$ cat config.mk
export PLATFORM = sky130hd
export DESIGN_NAME = id_tx
export DESIGN_NICKNAME = d
export VERILOG_FILES = /design/src/rtl/id_pkg.sv /design/src/rtl/char_class.sv /design/src/rtl/id_tx.sv
export SDC_FILE = /design/constraint.sdc
export NUM_CORES = 1
export LEC_CHECK = 0
export BUFFER_PORTS_ARGS = -buffer_cell sky130_fd_sc_hd__buf_2
export CAP_MARGIN = 5
export CORE_AREA = 2 2 101 103
export CTS_BUF_LIST = sky130_fd_sc_hd__clkbuf_4
export DETAILED_ROUTE_END_ITERATION = 8
export DIE_AREA = 0 0 103 105
export PLACE_DENSITY = 0.68
export SYNTH_ARGS = -nofsm -noshare
export SYNTH_HDL_FRONTEND = slang
export SYNTH_SLANG_ARGS = --single-unit
$ cat constraint.sdc
create_clock -name clk -period 2.09 [get_ports clk]
set_input_delay 0 -clock clk [delete_from_list [all_inputs] [get_ports clk]]
set_output_delay 0 -clock clk [all_outputs]
set_load 0.01 [all_outputs]
$ cat src/rtl/id_pkg.sv
// Shared definitions for the identifier transmitter and recognizer:
// character class ranges, class encoding and transmitter state encoding.
package id_pkg;

  // ASCII ranges for the character classes
  localparam logic [7:0] LETTER_UC_LO = 8'd65;
  localparam logic [7:0] LETTER_UC_HI = 8'd90;
  localparam logic [7:0] LETTER_LC_LO = 8'd97;
  localparam logic [7:0] LETTER_LC_HI = 8'd122;
  localparam logic [7:0] DIGIT_LO     = 8'd48;
  localparam logic [7:0] DIGIT_HI     = 8'd57;

  // 2-bit character class encoding
  typedef logic [1:0] cls_t;
  localparam cls_t CLS_OTHER  = 2'd0;
  localparam cls_t CLS_LETTER = 2'd1;
  localparam cls_t CLS_DIGIT  = 2'd2;

  // Transmitter state encoding
  localparam logic [1:0] ST_IDLE = 2'd0;
  localparam logic [1:0] ST_SEND = 2'd1;
  localparam logic [1:0] ST_SEPR = 2'd2;

endpackage

$ cat src/rtl/char_class.sv
// Combinational ASCII classifier shared by both ends of the identifier link,
// so transmitter and recognizer always agree on what a letter or digit is.
module char_class
  import id_pkg::*;
(
  input  logic [7:0] ch,
  output logic [1:0] cls
);

  // Map the character onto letter / digit / other
  always_comb begin
    cls = CLS_OTHER;
    if ((ch >= LETTER_UC_LO && ch <= LETTER_UC_HI) ||
        (ch >= LETTER_LC_LO && ch <= LETTER_LC_HI))
      cls = CLS_LETTER;
    else if (ch >= DIGIT_LO && ch <= DIGIT_HI)
      cls = CLS_DIGIT;
  end

endmodule

$ cat src/rtl/id_tx.sv
// Identifier transmitter: a host loads up to DEPTH chars, then the buffer is
// streamed on a valid/ready link followed by one separator char. A running
// flag tracks whether the loaded string is a legal identifier.
module id_tx
  import id_pkg::*;
#(
  parameter int         DEPTH    = 8,
  parameter logic [7:0] SEP_CHAR = 8'd32,
  localparam int        CW       = $clog2(DEPTH + 1)
) (
  input  logic          clk,
  input  logic          reset,
  input  logic          wr_en,
  input  logic [7:0]    wr_char,
  input  logic          start,
  input  logic          ready,
  output logic [7:0]    char,
  output logic          valid,
  output logic          busy,
  output logic          done,
  output logic          full,
  output logic          is_id,
  output logic [CW-1:0] count
);

  localparam int IW = $clog2(DEPTH);

  logic [1:0]    state;
  logic [CW-1:0] count_q;
  logic [IW-1:0] idx;
  logic [7:0]    char_q;
  logic          valid_q;
  logic          done_q;
  logic          is_id_q;
  logic [7:0]    mem [DEPTH];

  logic [1:0]    wr_cls;
  logic          beat;
  logic          last;
  logic          go;
  logic          wr_ok;

  char_class u_class (
    .ch  (wr_char),
    .cls (wr_cls)
  );

  // valid/char come straight from registers; ready only steers the next state
  assign beat  = valid_q & ready;
  assign last  = (CW'(idx) == count_q - CW'(1));
  assign go    = (state == ST_IDLE) && start && (count_q != '0);
  // start wins over a same-cycle write, and writes past DEPTH are dropped
  assign wr_ok = (state == ST_IDLE) && wr_en && !start && (count_q < CW'(DEPTH));

  // Buffer storage: written only while idle, frozen during transmission
  always_ff @(posedge clk) begin
    if (wr_ok)
      mem[count_q[IW-1:0]] <= wr_char;
  end

  // Load / send / separator control
  always_ff @(posedge clk) begin
    if (reset) begin
      state   <= ST_IDLE;
      count_q <= '0;
      idx     <= '0;
      char_q  <= '0;
      valid_q <= 1'b0;
      done_q  <= 1'b0;
      is_id_q <= 1'b0;
    end else begin
      done_q <= 1'b0;
      case (state)
        ST_IDLE: begin
          if (go) begin
            state   <= ST_SEND;
            idx     <= '0;
            valid_q <= 1'b1;
            char_q  <= mem[0];
          end else if (wr_ok) begin
            count_q <= count_q + CW'(1);
            if (count_q == '0)
              is_id_q <= (wr_cls == CLS_LETTER);
            else
              is_id_q <= is_id_q & (wr_cls != CLS_OTHER);
          end
        end
        ST_SEND: begin
          if (beat) begin
            if (last) begin
              state  <= ST_SEPR;
              char_q <= SEP_CHAR;
            end else begin
              idx    <= idx + IW'(1);
              char_q <= mem[idx + IW'(1)];
            end
          end
        end
        ST_SEPR: begin
          if (beat) begin
            state   <= ST_IDLE;
            valid_q <= 1'b0;
            char_q  <= '0;
            done_q  <= 1'b1;
            count_q <= '0;
            idx     <= '0;
            is_id_q <= 1'b0;
          end
        end
        default: begin
          state   <= ST_IDLE;
          valid_q <= 1'b0;
        end
      endcase
    end
  end

  assign char  = char_q;
  assign valid = valid_q;
  assign busy  = (state != ST_IDLE);
  assign done  = done_q;
  assign full  = (count_q == CW'(DEPTH));
  assign is_id = is_id_q;
  assign count = count_q;

endmodule

After elaboration in Yosys (flattened, before gate mapping)
Memories as Yosys holds them, arrays and structs flattened.
Index checks and enable logic that the tools add are counted.
- register bits: 20
- RAM bits: 64
- output and inout port bits: 17
- memories: 1
- memories (name ; depth ; width ; rd ports ; clocked after Yosys merged registers in ; wr ports ; RTL line ; RTL):
    mem ; 8 ; 8 ; 2 ; 0 ; 1 ; id_tx.sv:35 ; logic [7:0] mem [DEPTH];
- $add $sub $neg: 3
- magnitude comparators: 7
- equal/unequal tests: 12
- muxes and demuxes: 31
- bitwise operators: 4
- reduce and logical (&&, ||, !) cells: 23
- operators with widths (kind ; count):
    8-bit two-way mux ; 4
    8-bit one-hot mux with 3 select lines ; 1
    8-bit by 7-bit greater-or-equal comparator with 1-bit output, second input constant ; 2
    8-bit by 7-bit less-or-equal comparator with 1-bit output, second input constant ; 2
    2-bit != test, second input constant ; 7
    2-bit two-way mux ; 6
    3-bit two-way mux ; 4
    4-bit two-way mux ; 3
    4-bit AND reduction ; 3
    3-bit one-hot mux with 3 select lines ; 1
    8-bit by 6-bit greater-or-equal comparator with 1-bit output, second input constant ; 1
    8-bit by 6-bit less-or-equal comparator with 1-bit output, second input constant ; 1
    1-bit logical AND ; 8
    1-bit two-way mux ; 8
    4-bit one-hot mux with 2 select lines ; 1
    2-bit one-hot mux with 3 select lines ; 1
    2-bit nonzero test ; 3
    5-bit AND reduction ; 1
    4-bit by 1-bit adder with 4-bit output, second input constant ; 1
    2-bit by 1-bit equality test with 1-bit output, second input constant ; 2
    3-bit by 4-bit equality test with 1-bit output ; 1
    4-bit equality test, second input constant ; 1
    4-bit logical NOT ; 1
    4-bit < comparator, second input constant ; 1
    other kinds (14) ; 16

Depth between registers and ports, before layout
Gate-level depths: netlist of run 1.
- depth after elaboration: 10
- mapped depth: 10
- depth with buffers taken out: 7

Cells and area by module
Synthesis of run 1 repeated with hierarchy kept, for this count alone.
- cells, all modules: 256
- area, all modules: 3951.3 µm²
- modules (own cells, without submodules) (module ; times used ; cells an instance ; area each (µm²)):
    id_tx ; 1 ; 248 ; 3903.7
    char_class ; 1 ; 8 ; 47.5

Worst setup path before layout of run 1
OpenSTA, ideal clock, no wires.
- path type: reg-to-reg
- start point: register count_q[0] (netlist: count[0])
- end point: register char_q[7] (netlist: char[7])
- library setup time: 74 ps
- arrival time: 2198 ps
- required time: 2016 ps
- path slack: -182 ps
- stages on the path, launching flop included: 11
- buffers on the path: 3
- path through: dfxtp_1 buf_2 inv_1 ha_1 or3b_1 a21oi_1 nor3_1 buf_4 or4b_1 buf_6 o22ai_2
- word-level cells in the longest chain between the ends: 5
- elaborated cells between the ends (all ways): 9
- classes of those cells: 1 x add/sub; 2 x eq/ne; 3 x mux; 3 x reduce/logical
- ends and longest elaborated chain (what ; RTL line ; RTL):
    from (decl) ; id_tx.sv:29 ; logic [CW-1:0] count_q;
    from (signal assigned) ; id_tx.sv:81 ; count_q <= count_q + CW'(1);
    4-bit by 1-bit subtractor with 4-bit output ; id_tx.sv:50 ; assign last = (CW'(idx) == count_q - CW'(1));
    3-bit by 4-bit equality test with 1-bit output ; id_tx.sv:50 ;
    8-bit two-way mux ; id_tx.sv:90 ; if (last) begin
    8-bit two-way mux ; id_tx.sv:89 ; if (beat) begin
    8-bit one-hot mux with 3 select lines ; id_tx.sv:73 ; case (state)
    to (signal assigned) ; id_tx.sv:79 ; char_q <= mem[0];
    to (signal assigned) ; id_tx.sv:95 ; char_q <= mem[idx + IW'(1)];
    to (decl) ; id_tx.sv:31 ; logic [7:0] char_q;
Parallel ways exist; a longest one is shown, timed or not. The select of a mux whose other input is x is not followed.
A chain may end at the register's enable or synchronous reset.

Worst setup path after layout of run 1
- start point: register state[1]
- end point: register idx[0]
- word-level cells in the longest chain between the ends: 5
- elaborated cells between the ends (all ways): 12
- classes of those cells: 6 x eq/ne; 1 x mux; 5 x reduce/logical
- ends and longest elaborated chain (what ; RTL line ; RTL):
    from (decl) ; id_tx.sv:28 ; logic [1:0] state;
    from (signal assigned) ; id_tx.sv:64 ; state <= ST_IDLE;
    from (signal assigned) ; id_tx.sv:76 ; state <= ST_SEND;
    from (signal assigned) ; id_tx.sv:91 ; state <= ST_SEPR;
    2-bit logical NOT ; id_tx.sv:51, id_tx.sv:73 ;
    1-bit logical AND (2 in series) ; id_tx.sv:51 ; assign go = (state == ST_IDLE) && start && (count_q != '0);
    2-bit != test (no source line) ; - ;
    5-bit AND reduction (no source line) ; - ;
    to (signal assigned) ; id_tx.sv:94 ; idx <= idx + IW'(1);
    to (decl) ; id_tx.sv:30 ; logic [IW-1:0] idx;
Parallel ways exist; a longest one is shown, timed or not.

==> run_results.csv, run 1 <==
group,metric,value,unit
clock_network,cts-htree-levels,3,
synthesis,ys_top_cells_by_area,"edfxtp_1 (52%), dfxtp_1 (11%), mux4_2 (9.7%)",
place,placed_cell_area,0.00416,mm2
synthesis,netlist.area_leader.share,0.519,
finish,drive_gt1_frac,0.339,
power_and_ir_drop,vdd_drop_max,0.385,mV
synthesis,syn_nets,267,
outcome,status,"completed",
grt,grt.met1_usage,0.202,
place,gp_congestion,0.778,
synthesis,ys_ff_latch,84,
synthesis,synth_flop_cell,"edfxtp_1",
worst_hold_path,holdCritStartpoint,"wr_en",
sta,setup_violations,0,
critical_path,worstSetupEndpointType,"register",
critical_path,startpoint,"state[1]",
clock_network,clk_pin_slew,140,ps
worst_hold_path,hp-class,"input port to register",
critical_path,worstReg2RegEnd,"idx[0]",
grt,first_global_vias,2227,
job,cap_violations,0,
critical_path,r2r_cells,7,
sta,layout_min_cycle_time,2030,ps
routing,first_pass_iters,5,
routing,vias,2241,
grt,use_met3,0.0328,
sta,finalCritPeriodShare,0.969,
power_and_ir_drop,leakage,1.55,nW
worst_hold_path,hold_path_depth,4,
sta,whs,117,ps
finish,final_nets,325,
synthesis,synth-edff-count,64,
clock_network,post_cts_buffers,0,
critical_path,cp.arrival,2370,ps
synthesis,syn_area_per_cell,15.0,um2
synthesis,synthXorXnorAreaFrac,0.0115,
synthesis,synth_top_area_cell,"edfxtp_1",
floorplanning,io_pins,30,
sta,finalHoldViolCount,0,
routing,drt_iter0_drc,114,
critical_path,critical_path_class,"register to register",
sta,max_freq,494,MHz
sta,rsz0062_at_grt,"no",
clock_network,clockBufferDepth,2,
synthesis,yosys.area_share.adder,0.0236,
finish,n_antenna_cell,0,
floorplanning,die_w,103,um
floorplanning,start_util,0.384,
grt,use_met2,0.236,
grt,top_usage_layer,"met2",
floorplanning,core,0.00964,mm2
critical_path,cp.required,2440,ps
routing,wl_per_cell,16.9,um
finish,fillers,876,
finish,area_delta_synth_final,19.9,%
synthesis,async_reset_ff_frac,0,
worst_hold_path,worstHoldEndpoint,"count[1]",
floorplanning,die-area,0.0108,mm2
grt,grt.total_usage,0.150,
grt,grt_max_degree,23,
critical_path,worst-path-max-fanout,4,
grt,grt_pass1_wl,12000,um
sta,slew_violations,0,
clock_network,clock-root-buffer,"clkbuf_4",
clock_network,cts_buffers,9,
clock_network,clk_latency,420,ps
sta,finClkSkew,15.1,ps
synthesis,synth_compound_gate_area_share,0.0746,
synthesis,syn_inst,247,
routing,drc,0,
synthesis,synth-simple-area-share,0.0898,
clock_network,tritoncts,"done",
routing,ant_nets,0,
synthesis,synth_top_family_by_area,"multiplexers",
sta,worstMarginPinSlew,499,ps
synthesis,synth_cell_types,44,
synthesis,synth-seq-area-share,0.627,
clock_network,cts.sinks,84,
floorplanning,num_rows,36,
critical_path,worstSetupStartpointType,"register",
critical_path,r2r_start,"state[1]",
place,numPortBuffers,29,
synthesis,synth_mux_area_frac,0.146,
routing,wirelength,7510,um
grt,grt_antenna_before_repair,0,
finish,postLayoutCellArea,0.00444,mm2
synthesis,yosys_warnings,0,
critical_path,reg2reg_slack,60,ps
synthesis,syn_area,0.00370,mm2
floorplanning,die_y,105,um
grt,grt_remaining_overflow,0,
place,dp_hpwl,5180,um
routing,vias_per_cell,5.06,
sta,relSlewSlack,0.663,
power_and_ir_drop,power.density,1010,mW/mm2
## final cells by class
type / instances / area, um2 / share of cell area
Sequential cell: 84 / 2330 / 0.524
Multi-Input combinational cell: 140 / 1330 / 0.299
Timing Repair Buffer: 60 / 415 / 0.0935
Tap cell: 133 / 166 / 0.0375
Clock inverter: 6 / 88.8 / 0.0200
Clock buffer: 10 / 75.1 / 0.0169
Inverter: 10 / 42.5 / 0.00957
## report_power, final
| part | switching (mW) | internal, mW |
|---|---|---|
| logic | 0.740 | 0.646 |
| clock network | 0.562 | 0.501 |
| registers | 0.0818 | 1.94 |
## synth_stat cells (2+ instances only)
cell type	number
nor2_1	17
o22ai_1	2
mux4_2	16
inv_1	10
clkbuf_1	7
nor3_1	6
nand2b_1	3
o22ai_2	7
or4b_1	2
nor3b_1	2
edfxtp_1	64
a211oi_1	3
buf_2	3
nor2b_1	9
nand2_1	8
xnor2_1	3
o21ai_0	6
dfxtp_1	20
ha_1	7
a21oi_1	11
mux2i_1	17
nand4_1	2
## cells by family after synthesis
group           count (synthesis)
compound gates                 37
xor+xnor                        4
fa+ha+maj                       7
buf+inv                        23
flops                          84
simple gates                   58
mux                            34
## critical path: stages (launching register included)
cell and delay (ps):
dfxtp_2 380, inv_1 80, ha_1 220, nor2_2 140
mux2_2 350, or2_1 240, or4_1 410, a21oi_1 140
## cell usage in the layout (no fill, tap or decap), types with 2 or more instances in the layout
| master | instances |
|---|---|
| a211oi_1 | 3 |
| a21oi_1 | 10 |
| buf_2 | 29 |
| buf_4 | 20 |
| bufinv_16 | 2 |
| clkbuf_4 | 10 |
| dfxtp_1 | 16 |
| dfxtp_2 | 4 |
| dlygate4sd3_1 | 10 |
| edfxtp_1 | 64 |
| ha_1 | 6 |
| inv_1 | 8 |
| inv_4 | 2 |
| mux2i_1 | 17 |
| mux4_2 | 16 |
| nand2_1 | 8 |
| nand2b_1 | 3 |
| nand4_1 | 2 |
| nor2_1 | 16 |
| nor2b_1 | 9 |
| nor3_1 | 6 |
| nor3b_1 | 2 |
| o21ai_0 | 6 |
| o22ai_1 | 2 |
| o22ai_2 | 7 |
| xnor2_1 | 2 |
## state kept, by name (all words and copies together) (netlist names)
| name | cells |
|---|---|
| mem | 64 |
| char | 8 |
| count | 4 |
| idx | 3 |
| state | 2 |
| done | 1 |
| is_id | 1 |
| valid | 1 |
## per-layer routing
| metal | up-vias | wire [um] | part of all wire |
|---|---|---|---|
| met1 | 1116 | 3380 | 0.45 |
| met2 | 47 | 3790 | 0.51 |
| met5 | - | 0 | 0 |
| met4 | 0 | 91 | 0.012 |
| met3 | 6 | 241 | 0.032 |
| li1 | 1072 | - | - |
## timing repair
action | CTS | global route
resized for setup | 0 | 5
endpoints found under the setup margin | 0 | 11
hold buffers | 10 | 0
hold endpoints to repair | 66 | 0
## how the worst max path moves through the flow
stage / to / cells after the start
2_1_floorplan: char[0] / 10
3_3_place_gp: idx[0] / 7
3_5_place_dp: idx[0] / 7
4_1_cts: idx[0] / 7
5_1_grt: idx[0] / 7
6_report: idx[0] / 7
## through the flow
| step | setup TNS, ps | std cells | power, mW | util | worst slack, ps |
|---|---|---|---|---|---|
| after global routing | 0 | 443 | 4.73 | 0.461 | 2.47 |
| after floorplan | -50.5 | 247 | 3.02 | - | -7.21 |
| after global placement | 0 | 417 | 3.39 | 0.432 | 134 |
| final | 0 | 443 | 4.47 | 0.461 | 64.6 |
| after detailed placement | 0 | 417 | 3.42 | 0.432 | 85.4 |
| after CTS | 0 | 443 | 4.49 | 0.459 | 37.4 |
No activity file was read; power rests on OpenSTA's default activity.
==> inputs of run 2 (changes only) <==
==> constraint.sdc (replaced) <==
create_clock -name clk -period 2.09 [get_ports clk]
set_input_delay 0.1045 -clock clk [delete_from_list [all_inputs] [get_ports clk]]
set_output_delay 0.1045 -clock clk [all_outputs]
set_load 0.01 [all_outputs]
==> run_results.csv, run 2 (synthesis gave the netlist of run 1 again) <==
group,metric,value,unit
outcome,status,"completed",
grt,first_global_vias,2227,
sta,setup_slack,65.5,ps
critical_path,cp_cell_sequence,"inv_1 -> ha_1 -> nor2_2 -> mux2_2 -> or2_1 -> or4_1 -> a21oi_1",
floorplanning,die-area,0.0108,mm2
place,numPortBuffers,29,
finish,final_nets,324,
sta,whs,115,ps
critical_path,crit_family,"simple AND/OR/NAND/NOR gates",
clock_network,clk_pin_slew,140,ps
critical_path,worstSetupEndpointType,"register",
finish,utilization,0.460,
floorplanning,die_y,105,um
clock_network,cts-htree-levels,3,
place,gp_congestion,0.778,
clock_network,post_cts_buffers,0,
finish,drive_gt1_frac,0.340,
critical_path,r2r_cells,7,
sta,finClkSkew,14.3,ps
routing,drc,0,
sta,layout_min_cycle_time,2020,ps
critical_path,critPathMaxStageDelay,410,ps
sta,rsz0062_at_grt,"no",
sta,setup_violations,0,
critical_path,cp.arrival,2380,ps
sta,finalCritPeriodShare,0.969,
critical_path,critical_path_class,"register to register",
routing,drt_iter0_drc,139,
power_and_ir_drop,power.density,1010,mW/mm2
power_and_ir_drop,vdd_drop_max,0.389,mV
clock_network,cts_buffers,9,
floorplanning,die_w,103,um
sta,relSlewSlack,0.658,
power_and_ir_drop,leakage,1.55,nW
critical_path,worstSetupPathDepth,7,
routing,vias_per_cell,5.05,
critical_path,worstReg2RegEnd,"idx[0]",
grt,grt_remaining_overflow,0,
floorplanning,core,0.00964,mm2
worst_hold_path,hp-class,"input port to register",
finish,layout_commonest_cell,"edfxtp_1",
finish,largest_reg_flops,64,
floorplanning,num_rows,36,
critical_path,reg2reg_slack,70,ps
finish,layout_common_cells,"edfxtp_1 (64), buf_2 (29), buf_4 (20), mux2i_1 (17)",
critical_path,worst-path-max-fanout,4,
floorplanning,start_util,0.384,
routing,first_pass_iters,4,
sta,slew_violations,0,
grt,grt_antenna_before_repair,0,
sta,max_freq,494,MHz
grt,grt_pass1_wl,12000,um
clock_network,clk_latency,430,ps
place,dp_hpwl,5180,um
routing,vias,2231,
finish,area_delta_synth_final,19.7,%
routing,ant_nets,0,
critical_path,cp.required,2440,ps
critical_path,cp_num_buf_inv,1,
sta,worstMarginPinSlew,507,ps
clock_network,clockBufferDepth,2,
floorplanning,io_pins,30,
routing,wl_per_cell,17.1,um
critical_path,crit_path_end,"idx[0]",
critical_path,startpoint,"state[1]",
critical_path,cp_slowest_cell,"or4_1",
critical_path,r2r_start,"state[1]",
clock_network,cts.sinks,84,
place,pre_cts_slack,85.4,ps
clock_network,clock-root-buffer,"clkbuf_4",
finish,n_antenna_cell,0,
sta,finalHoldViolCount,0,
routing,wirelength,7540,um
grt,grt.total_usage,0.150,
job,cap_violations,0,
grt,grt_max_degree,23,
clock_network,tritoncts,"done",
critical_path,worstSetupStartpointType,"register",
-- run 2: layout make-up --
class / instances / area (um2)
Fill cell: 877 / 5210
Sequential cell: 84 / 2330
Tap cell: 133 / 166
Clock inverter: 6 / 88.8
Multi-Input combinational cell: 140 / 1330
Timing Repair Buffer: 59 / 405
Clock buffer: 10 / 75.1
Inverter: 10 / 42.5
-- run 2: power breakdown --
part	internal [mW]	switching [mW]	total, mW
clock	0.501	0.565	1.07
sequential	1.94	0.0816	2.02
combinational	0.645	0.740	1.38
-- run 2: stage by stage --
stage | total power, mW | instance area [um2] | std cells | setup TNS [ps]
global route | 4.73 | 4430 | 442 | 0
CTS | 4.49 | 4410 | 442 | 0
global placement | 3.39 | 4160 | 417 | 0
detailed placement | 3.42 | 4160 | 417 | 0
floorplan | 3.02 | 3750 | 247 | -50.5
finish | 4.47 | 4430 | 442 | 0
-- run 2: worst register-to-register path: stages (launching register included) --
cell     delay, ps
dfxtp_2        380
inv_1           80
ha_1           220
nor2_2         140
mux2_2         350
or2_1          240
or4_1          410
a21oi_1        140
-- run 2: repair_timing --
action / in CTS / in global routing
hold buffers: 9 / 0
resized for setup: 0 / 5
hold endpoints to repair: 60 / 0
endpoints found under the setup margin: 0 / 11
-- run 2: metal layers --
layer / up-vias / GRT usage / part of all wire
met4: 0 / 0.0573 / 0.013
met1: 1106 / 0.201 / 0.45
met5: - / 0 / 0
met2: 49 / 0.236 / 0.50
li1: 1070 / - / -
met3: 6 / 0.0334 / 0.040
-- run 2: how the worst min path moves through the flow --
stage	startpoint	endpoint	depth (start not counted)
2_1_floorplan	wr_char[0]	mem[0][0]	0
3_3_place_gp	wr_char[7]	mem[1][7]	1
3_5_place_dp	wr_char[4]	mem[1][4]	1
4_1_cts	reset	valid	2
5_1_grt	reset	valid	2
6_report	reset	valid	2
